$ cat src/rtl/mem_ctrl_pkg.sv
// mem_ctrl_pkg: request encodings, state codes and helpers shared by the MEM stage and mem_ctrl
package mem_ctrl_pkg;
  localparam logic [1:0] MEM_NOP  = 2'b00;
  localparam logic [1:0] MEM_LOAD = 2'b01;
  localparam logic [1:0] MEM_SAVE = 2'b10;
  localparam logic [1:0] MEM_BYTE = 2'b00;
  localparam logic [1:0] MEM_HALF = 2'b01;
  localparam logic [1:0] MEM_WORD = 2'b10;
  localparam logic [31:0] ZERO_WORD = 32'd0;
  typedef enum logic [2:0] {S_IDLE, S_LOAD, S_STORE, S_FETCH, S_DONE} state_t;
  function automatic logic [2:0] len_bytes(input logic [1:0] len);
    return len == MEM_BYTE ? 3'd1 : len == MEM_HALF ? 3'd2 : 3'd4;
  endfunction
endpackage

$ cat src/rtl/mem_ctrl.sv
// mem_ctrl: serialises MEM loads/stores and IF word fetches onto a byte-wide RAM port
// MEM requests win arbitration; fin pulses go to the owner of the finished transfer.
module mem_ctrl
  import mem_ctrl_pkg::*;
#(
  parameter int ADDR_W = 32
) (
  input  logic              clk_in,
  input  logic              rst_in,
  input  logic              rdy_in,
  input  logic [1:0]        memctl_op,
  input  logic [1:0]        memctl_len,
  input  logic [31:0]       memctl_addr,
  input  logic [31:0]       memctl_data,
  output logic              memctl_fin,
  output logic [31:0]       memctl_out,
  input  logic              if_req,
  input  logic [31:0]       if_addr,
  input  logic              if_clr,
  output logic              if_fin,
  output logic [31:0]       if_data,
  output logic [ADDR_W-1:0] ram_a,
  output logic [7:0]        ram_dout,
  output logic              ram_wr,
  input  logic [7:0]        ram_din
);
  state_t            r_state;
  logic [31:0]       r_addr, r_data, r_buf, r_mout, r_ifout;
  logic [2:0]        r_n, r_rx;
  logic              r_v, r_src, r_wr;
  logic [ADDR_W-1:0] r_ram_a;
  logic [7:0]        r_dout;
  logic              w_mem, w_save, w_if, w_last;
  logic [2:0]        w_rx_nx;
  logic [1:0]        w_st_nx;
  logic [31:0]       w_req_a, w_a_iss, w_a_rx, w_a_st, w_buf;
  // r_v: the address on ram_a last cycle was a live read of byte r_rx
  always_comb begin
    w_mem   = memctl_op == MEM_LOAD || memctl_op == MEM_SAVE;
    w_save  = memctl_op == MEM_SAVE;
    w_if    = !w_mem && if_req && !if_clr;
    w_req_a = w_mem ? memctl_addr : if_addr;
    w_rx_nx = r_rx + {2'b0, r_v};
    w_last  = r_v && r_rx == r_n - 3'd1;
    w_st_nx = r_rx[1:0] + 2'd1;
    w_a_iss = r_addr + {29'd0, w_rx_nx + 3'd1};
    w_a_rx  = r_addr + {29'd0, r_rx};
    w_a_st  = r_addr + {29'd0, r_rx + 3'd1};
    w_buf   = r_buf;
    w_buf[8*r_rx[1:0] +: 8] = ram_din;
  end
  always_ff @(posedge clk_in) begin
    if (rst_in) begin
      r_state <= S_IDLE;
      r_addr  <= ZERO_WORD;
      r_data  <= ZERO_WORD;
      r_buf   <= ZERO_WORD;
      r_mout  <= ZERO_WORD;
      r_ifout <= ZERO_WORD;
      r_n     <= 3'd0;
      r_rx    <= 3'd0;
      r_v     <= 1'b0;
      r_src   <= 1'b0;
      r_wr    <= 1'b0;
      r_ram_a <= '0;
      r_dout  <= 8'd0;
    end else if (rdy_in) begin
      case (r_state)
        S_IDLE: if (w_mem || w_if) begin
          r_addr  <= w_req_a;
          r_n     <= w_mem ? len_bytes(memctl_len) : 3'd4;
          r_data  <= memctl_data;
          r_src   <= w_if;
          r_rx    <= 3'd0;
          r_v     <= 1'b0;
          r_buf   <= ZERO_WORD;
          r_ram_a <= w_req_a[ADDR_W-1:0];
          r_dout  <= memctl_data[7:0];
          r_wr    <= w_mem && w_save;
          r_state <= w_if ? S_FETCH : w_save ? S_STORE : S_LOAD;
        end
        S_LOAD, S_FETCH: if (r_state == S_FETCH && if_clr) begin
          r_v     <= 1'b0;
          r_state <= S_IDLE;
        end else begin
          if (r_v) begin
            r_buf <= w_buf;
            r_rx  <= r_rx + 3'd1;
          end
          if (w_last) begin
            r_v     <= 1'b0;
            r_state <= S_DONE;
            if (r_src) r_ifout <= w_buf;
            else r_mout <= w_buf;
          end else begin
            r_v <= 1'b1;
            if (w_rx_nx + 3'd1 < r_n) r_ram_a <= w_a_iss[ADDR_W-1:0];
          end
        end
        S_STORE: if (r_rx == r_n - 3'd1) begin
          r_wr    <= 1'b0;
          r_state <= S_DONE;
        end else begin
          r_rx    <= r_rx + 3'd1;
          r_ram_a <= w_a_st[ADDR_W-1:0];
          r_dout  <= r_data[8*w_st_nx +: 8];
        end
        default: r_state <= S_IDLE;
      endcase
    end else if (r_state == S_LOAD || r_state == S_FETCH) begin
      // a paused cycle loses the in-flight response, so rewind to re-issue it
      r_v     <= 1'b0;
      r_ram_a <= w_a_rx[ADDR_W-1:0];
    end
  end
  assign ram_a      = r_ram_a;
  assign ram_dout   = r_dout;
  assign ram_wr     = r_wr && rdy_in;
  assign memctl_fin = r_state == S_DONE && !r_src && rdy_in;
  assign if_fin     = r_state == S_DONE && r_src && rdy_in;
  assign memctl_out = r_mout;
  assign if_data    = r_ifout;
endmodule

$ cat config.mk
export PLATFORM = sky130hd
export DESIGN_NAME = mem_ctrl
export DESIGN_NICKNAME = d
export VERILOG_FILES = /design/src/rtl/mem_ctrl_pkg.sv /design/src/rtl/mem_ctrl.sv
export SDC_FILE = /design/constraint.sdc
export NUM_CORES = 1
export LEC_CHECK = 0
export CORE_ASPECT_RATIO = 0.5
export CORE_MARGIN = 8
export CORE_UTILIZATION = 47
export DETAILED_ROUTE_END_ITERATION = 10
export GPL_ROUTABILITY_DRIVEN = 0
export PLACE_DENSITY = 0.88
export SYNTH_ARGS = -nofsm -noshare
export SYNTH_HDL_FRONTEND = slang
export SYNTH_SLANG_ARGS = --single-unit
$ cat constraint.sdc
create_clock -name clk_in -period 3.7 [get_ports clk_in]
set_input_delay 0.37 -clock clk_in [delete_from_list [all_inputs] [get_ports clk_in]]
set_output_delay 0.37 -clock clk_in [all_outputs]
set_load 0.02 [all_outputs]
==> run metrics, run 1 <==
status=complete, no violations; layout cells sized above 1=between 6 and 7%; initial antenna violation count=0; FP Rows=38; critical path capture point type=register; Mapped Cells=1286; Leakage=4.67 nW; TNS Setup=0 ps; HPWL Detailed=24400 um; grt total ovfl=0; Post-Syn Nets=1420; Core Util, Final=62.1%; worst skew pair latency=520 ps; number of global-route vias before repair=10200; fin. max-slew vios=0; Max Cap Viol=0; Max-slew headroom=~26%; # placed instances=between 1500 and 2000; top cells by area, synth=dfxtp_1 40%, a211oi_1 7.8%, a21oi_1 6.6%; Hold Path Class=in2reg; final setup fails=0; Via Count=approximately 11000; Cell Area, Synth=10500 um2; Max H-tree Level=1; Async SR Flop Fraction=0%; Distinct cells, synth=69; CP Class=reg2reg; CTS buffer count=20; Die Y=roughly 120 um; CTS Buffer Depth=3; most common cell after layout, fill and taps aside=clkdlybuf4s50_1; I/O Pins=220; Antenna Nets Post-Route=0; CTS tree=yes; DR vias/cell=6.02; Final Instance Count excl. Fillers=1766; Syn Area/Cell=8.18 um2; largest net degree at the start of global routing=~90; # nets final=1587; Critical Path RT=4140 ps; first-pass GRT wire length=53300 um; DRC=0; post-DR wirelength/cell=19.4 um; Initial Utilization=48.2%; total power draw=between 6 and 7 mW; Worst Path Arrival=around 3800 ps; Routed WL=about 34000 um; 1st-pass router iterations=8; unrepaired setup endpoints after global routing=false; CP startpoint kind=register; Yosys reg bits=approximately 210; register area share after synthesis=40.3%; Worst VDD drop=224 uV; Area Growth Syn to Fin=28.8%; initial drt markers=1392; Synth top area share=40.3%; Sink Count=about 210; die width=about 230 um; setup bufs post-CTS=0; yosys warns=0; cell taking the most area after synthesis=dfxtp_1; Root Driver=clkbuf_16; fin crit share=between 90% and 100%; Final Hold Fails=0; crit path time final=3330 ps; Die ar.=27700 um2; FMAX=300 MHz; clock skew=19.2 ps; total core area=21800 um2; total track usage=23.4%; Synth Flop Type=dfxtp_1; Post-synth EDFFs=0; most frequent cells in the layout=218 x clkdlybuf4s50_1, 211 x dfxtp_1, 182 x nor2_1, 139 x a21oi_1, 131 x nand2_1; crit path max fanout=15; total power per unit cell area=444 nW/um2; input/output buffers=219; Post-CTS Hold Fix Bufs=0; Slew @ Worst Pin=1110 ps; clock transition at the registers of the reported paths=70 ps
-- repair_timing --
action	in CTS	in global routing
endpoints found under the setup margin	0	2
endpoints found under the hold margin	0	0
resized for setup	0	1
-- cell usage after synthesis (all sizes together) (22+ instances only) --
cell type,instances
inv,22
nor3,50
buf,42
clkbuf,58
nor2,186
a21oi,139
a211oi,112
nor2b,37
nand3,39
mux2i,44
o21ai,26
nand2,131
dfxtp,212
-- flip-flops by register name (all words and copies together), names as in the netlist, 8 cells and up --
register    flops
if_data        32
memctl_out     32
r_addr         32
r_buf          32
r_data         32
ram_a          32
ram_dout        8
-- power breakdown --
part,switching [mW],internal (mW)
Combinational,0.784,0.553
Clock,0.919,1.17
Sequential,0.156,2.43
-- path summary, 6_finish.rpt --
| path | slack [ps] | cells past startpoint | from | endpoint |
|---|---|---|---|---|
| hold reg to reg | 460 | 2 | r_n[1]$_SDFFE_PP0P_ | r_n[1]$_SDFFE_PP0P_ |
| setup reg to reg | 370 | 10 | r_state[0]$_SDFFE_PP0P_ | ram_a[27]$_SDFFE_PP0P_ |
| hold / removal | 230 | 2 | rst_in | ram_a[26]$_SDFFE_PP0P_ |
| setup / recovery | 370 | 10 | r_state[0]$_SDFFE_PP0P_ | ram_a[27]$_SDFFE_PP0P_ |
-- layer usage --
metal | wire [um] | GRT usage [%]
met1 | 13900 | 29.4
met2 | 16000 | 38.8
met3 | 3030 | 5.16
met4 | 1300 | 9.57
met5 | 0 | 0
-- worst max-delay path, stage by stage (launching register included) --
cell       delay, ps
dfxtp_1          490
nor3b_2          420
mux2i_1          280
xnor2_1          100
ha_1             340
a21oi_1          150
a2111oi_4        520
nor2_1           140
a211o_1          330
a2111o_1         380
a21oi_1          110
-- kinds of logic after synthesis --
group	after synthesis	synth area share, %
AND/OR/NAND/NOR	499	21.7
AO/OA/AOI/OAI	358	22.6
flip-flops	212	40.3
buffers and inverters	122	4.83
multiplexers	54	6.11
adder cells (fa/ha/maj)	21	2.64
XOR/XNOR	20	1.80
-- area by class of cell --
class	instances	area [um2]
antenna	1	2.50
timing repair buffer	245	2390
sequential	212	4250
clock buffer	27	577
multi-input combinational	952	5800
tap	300	375
clock inverter	7	77.6
inverter	22	82.6
fill	1774	8270
-- stage by stage --
step | setup WS [ps] | hold slack (ps) | instance area [um2]
floorplan | 232 | 432 | 10500
global placement | 479 | 440 | 12900
detailed placement | 280 | 448 | 12900
CTS | 242 | 221 | 13500
global route | 143 | 246 | 13500
finish | 366 | 234 | 13600
Note: power is estimated with default switching activity, not from simulation.
==> inputs of run 2 (changes only) <==
- GPL_ROUTABILITY_DRIVEN: 0 -> default
- MAX_ROUTING_LAYER: default -> met4
==> run metrics, run 2 (synthesized netlist as in run 1, its figures left out) <==
number of global-route vias before repair=10300 (was 10200); initial drt markers=1076 (was 1392); Sink Count=212 (unchanged); Root Driver=clkbuf_16 (unchanged); Via Count=10600 (about the same); Max H-tree Level=1 (unchanged); DR vias/cell=6.00 (was 6.02); unrepaired setup endpoints after global routing=false (unchanged); CTS tree=yes (unchanged); Post-CTS Hold Fix Bufs=0 (unchanged); post-DR wirelength/cell=20.0 um (was 19.4 um); # nets final=1590 (was 1587); HPWL Detailed=25300 um (was 24400 um); CTS Buffer Depth=3 (unchanged); layout cells sized above 1=6.67% (was 6.69%); total track usage=24.9% (was 23.4%); Core Util, Final=62.4% (was 62.1%); CTS resizes=0 (unchanged); total power per unit cell area=451 nW/um2 (was 444 nW/um2); fin crit share=92.0% (was 90.1%); worst skew pair latency=510 ps (was 520 ps); Critical Path RT=4110 ps (was 4140 ps); Design Area, Final=13600 um2 (about the same); # placed instances=1734 (was 1731); die width=228 um (unchanged); most common cell after layout, fill and taps aside=clkdlybuf4s50_1 (unchanged); Final Hold Fails=0 (unchanged); Die Y=122 um (unchanged); crit path time final=3410 ps (was 3330 ps); CTS buffer count=20 (unchanged); diode count=0 (was 1); initial antenna violation count=0 (unchanged); clock skew=17.8 ps (was 19.2 ps); largest net degree at the start of global routing=115 (was 91); setup bufs post-CTS=0 (unchanged); FP Rows=38 (unchanged); Area Growth Syn to Fin=29.4% (was 28.8%); fin. max-slew vios=0 (unchanged); CP Class=reg2reg (unchanged); first-pass GRT wire length=55400 um (was 53300 um); Die ar.=27700 um2 (unchanged); grt total ovfl=0 (unchanged); TNS Setup=0 ps (unchanged); Final Instance Count excl. Fillers=1769 (was 1766); Slew @ Worst Pin=1150 ps (was 1110 ps); input/output buffers=219 (unchanged); total core area=21800 um2 (unchanged); DRC=0 (unchanged); most frequent cells in the layout=218 x clkdlybuf4s50_1, 212 x dfxtp_1, 182 x nor2_1, 139 x a21oi_1, 131 x nand2_1 (was 218 x clkdlybuf4s50_1, 211 x dfxtp_1, 182 x nor2_1, 139 x a21oi_1, 131 x nand2_1); status=complete, no violations (unchanged); critical path capture point type=register (unchanged); Leakage=4.71 nW (was 4.67 nW); 1st-pass router iterations=6 (was 8); Routed WL=35400 um (was 34200 um); Worst Path Arrival=3810 ps (was 3780 ps); crit path max fanout=10 (was 15); Initial Utilization=48.2% (unchanged); placed inst area=12900 um2 (about the same); clock transition at the registers of the reported paths=70 ps (about the same); I/O Pins=220 (unchanged); Max Cap Viol=0 (unchanged); Antenna Nets Post-Route=0 (unchanged); total power draw=6.15 mW (was 6.01 mW); CP startpoint kind=register (unchanged); FMAX=294 MHz (was 300 MHz); Hold Path Class=in2reg (unchanged); pre-CTS setup slack=414 ps (was 280 ps); routability cong.=0.935; final setup margin=295 ps (was 366 ps); Worst VDD drop=242 uV (was 224 uV); Max-slew headroom=22.7% (was 25.5%); Fin Hold WS=417 ps (was 234 ps); final setup fails=0 (unchanged)
-- run 2: worst max-delay path, stage by stage, from the launching register on --
cell and delay (ps):
dfxtp_1 420, nor3b_2 470, mux2i_1 250, ha_1 200
inv_1 60, fa_1 390, nor2b_1 280, nor2_1 110
o22ai_1 480, nand2b_1 100, mux2_2 280, a311oi_1 260
-- run 2: worst paths after layout --
check	start	endpoint	slack [ps]	cells after the start
min	memctl_data[19]	r_data[19]$_SDFFE_PP0P_	420	3
max reg2reg	r_state[2]$_SDFFE_PP0P_	ram_a[24]$_SDFFE_PP0P_	290	11
min reg2reg	ram_a[6]$_SDFFE_PP0P_	ram_a[6]$_SDFFE_PP0P_	450	2
max	r_state[2]$_SDFFE_PP0P_	ram_a[24]$_SDFFE_PP0P_	290	11
-- run 2: layout make-up --
class | count | area (um2)
Timing Repair Buffer | 248 | 2410
Tap cell | 300 | 375
Multi-Input combinational cell | 952 | 5800
Inverter | 22 | 82.6
Clock inverter | 6 | 130
Sequential cell | 212 | 4240
Clock buffer | 29 | 574
Fill cell | 1830 | 8200
-- run 2: routing by layer --
| layer | vias up | routed length [um] | global-route usage, % |
|---|---|---|---|
| li1 | 4952 | - | - |
| met1 | 5138 | 14900 | 31.2 |
| met2 | 437 | 16900 | 41.1 |
| met3 | 79 | 2570 | 3.93 |
| met4 | 0 | 1050 | 8.02 |
| met5 | - | 0 | - |
-- run 2: where the power goes --
group | total, mW | internal (mW) | leakage [nW] | switching, mW
registers | 2.57 | 2.43 | 1.72 | 0.141
logic | 1.37 | 0.561 | 2.64 | 0.804
clock network | 2.21 | 1.30 | 0.343 | 0.914
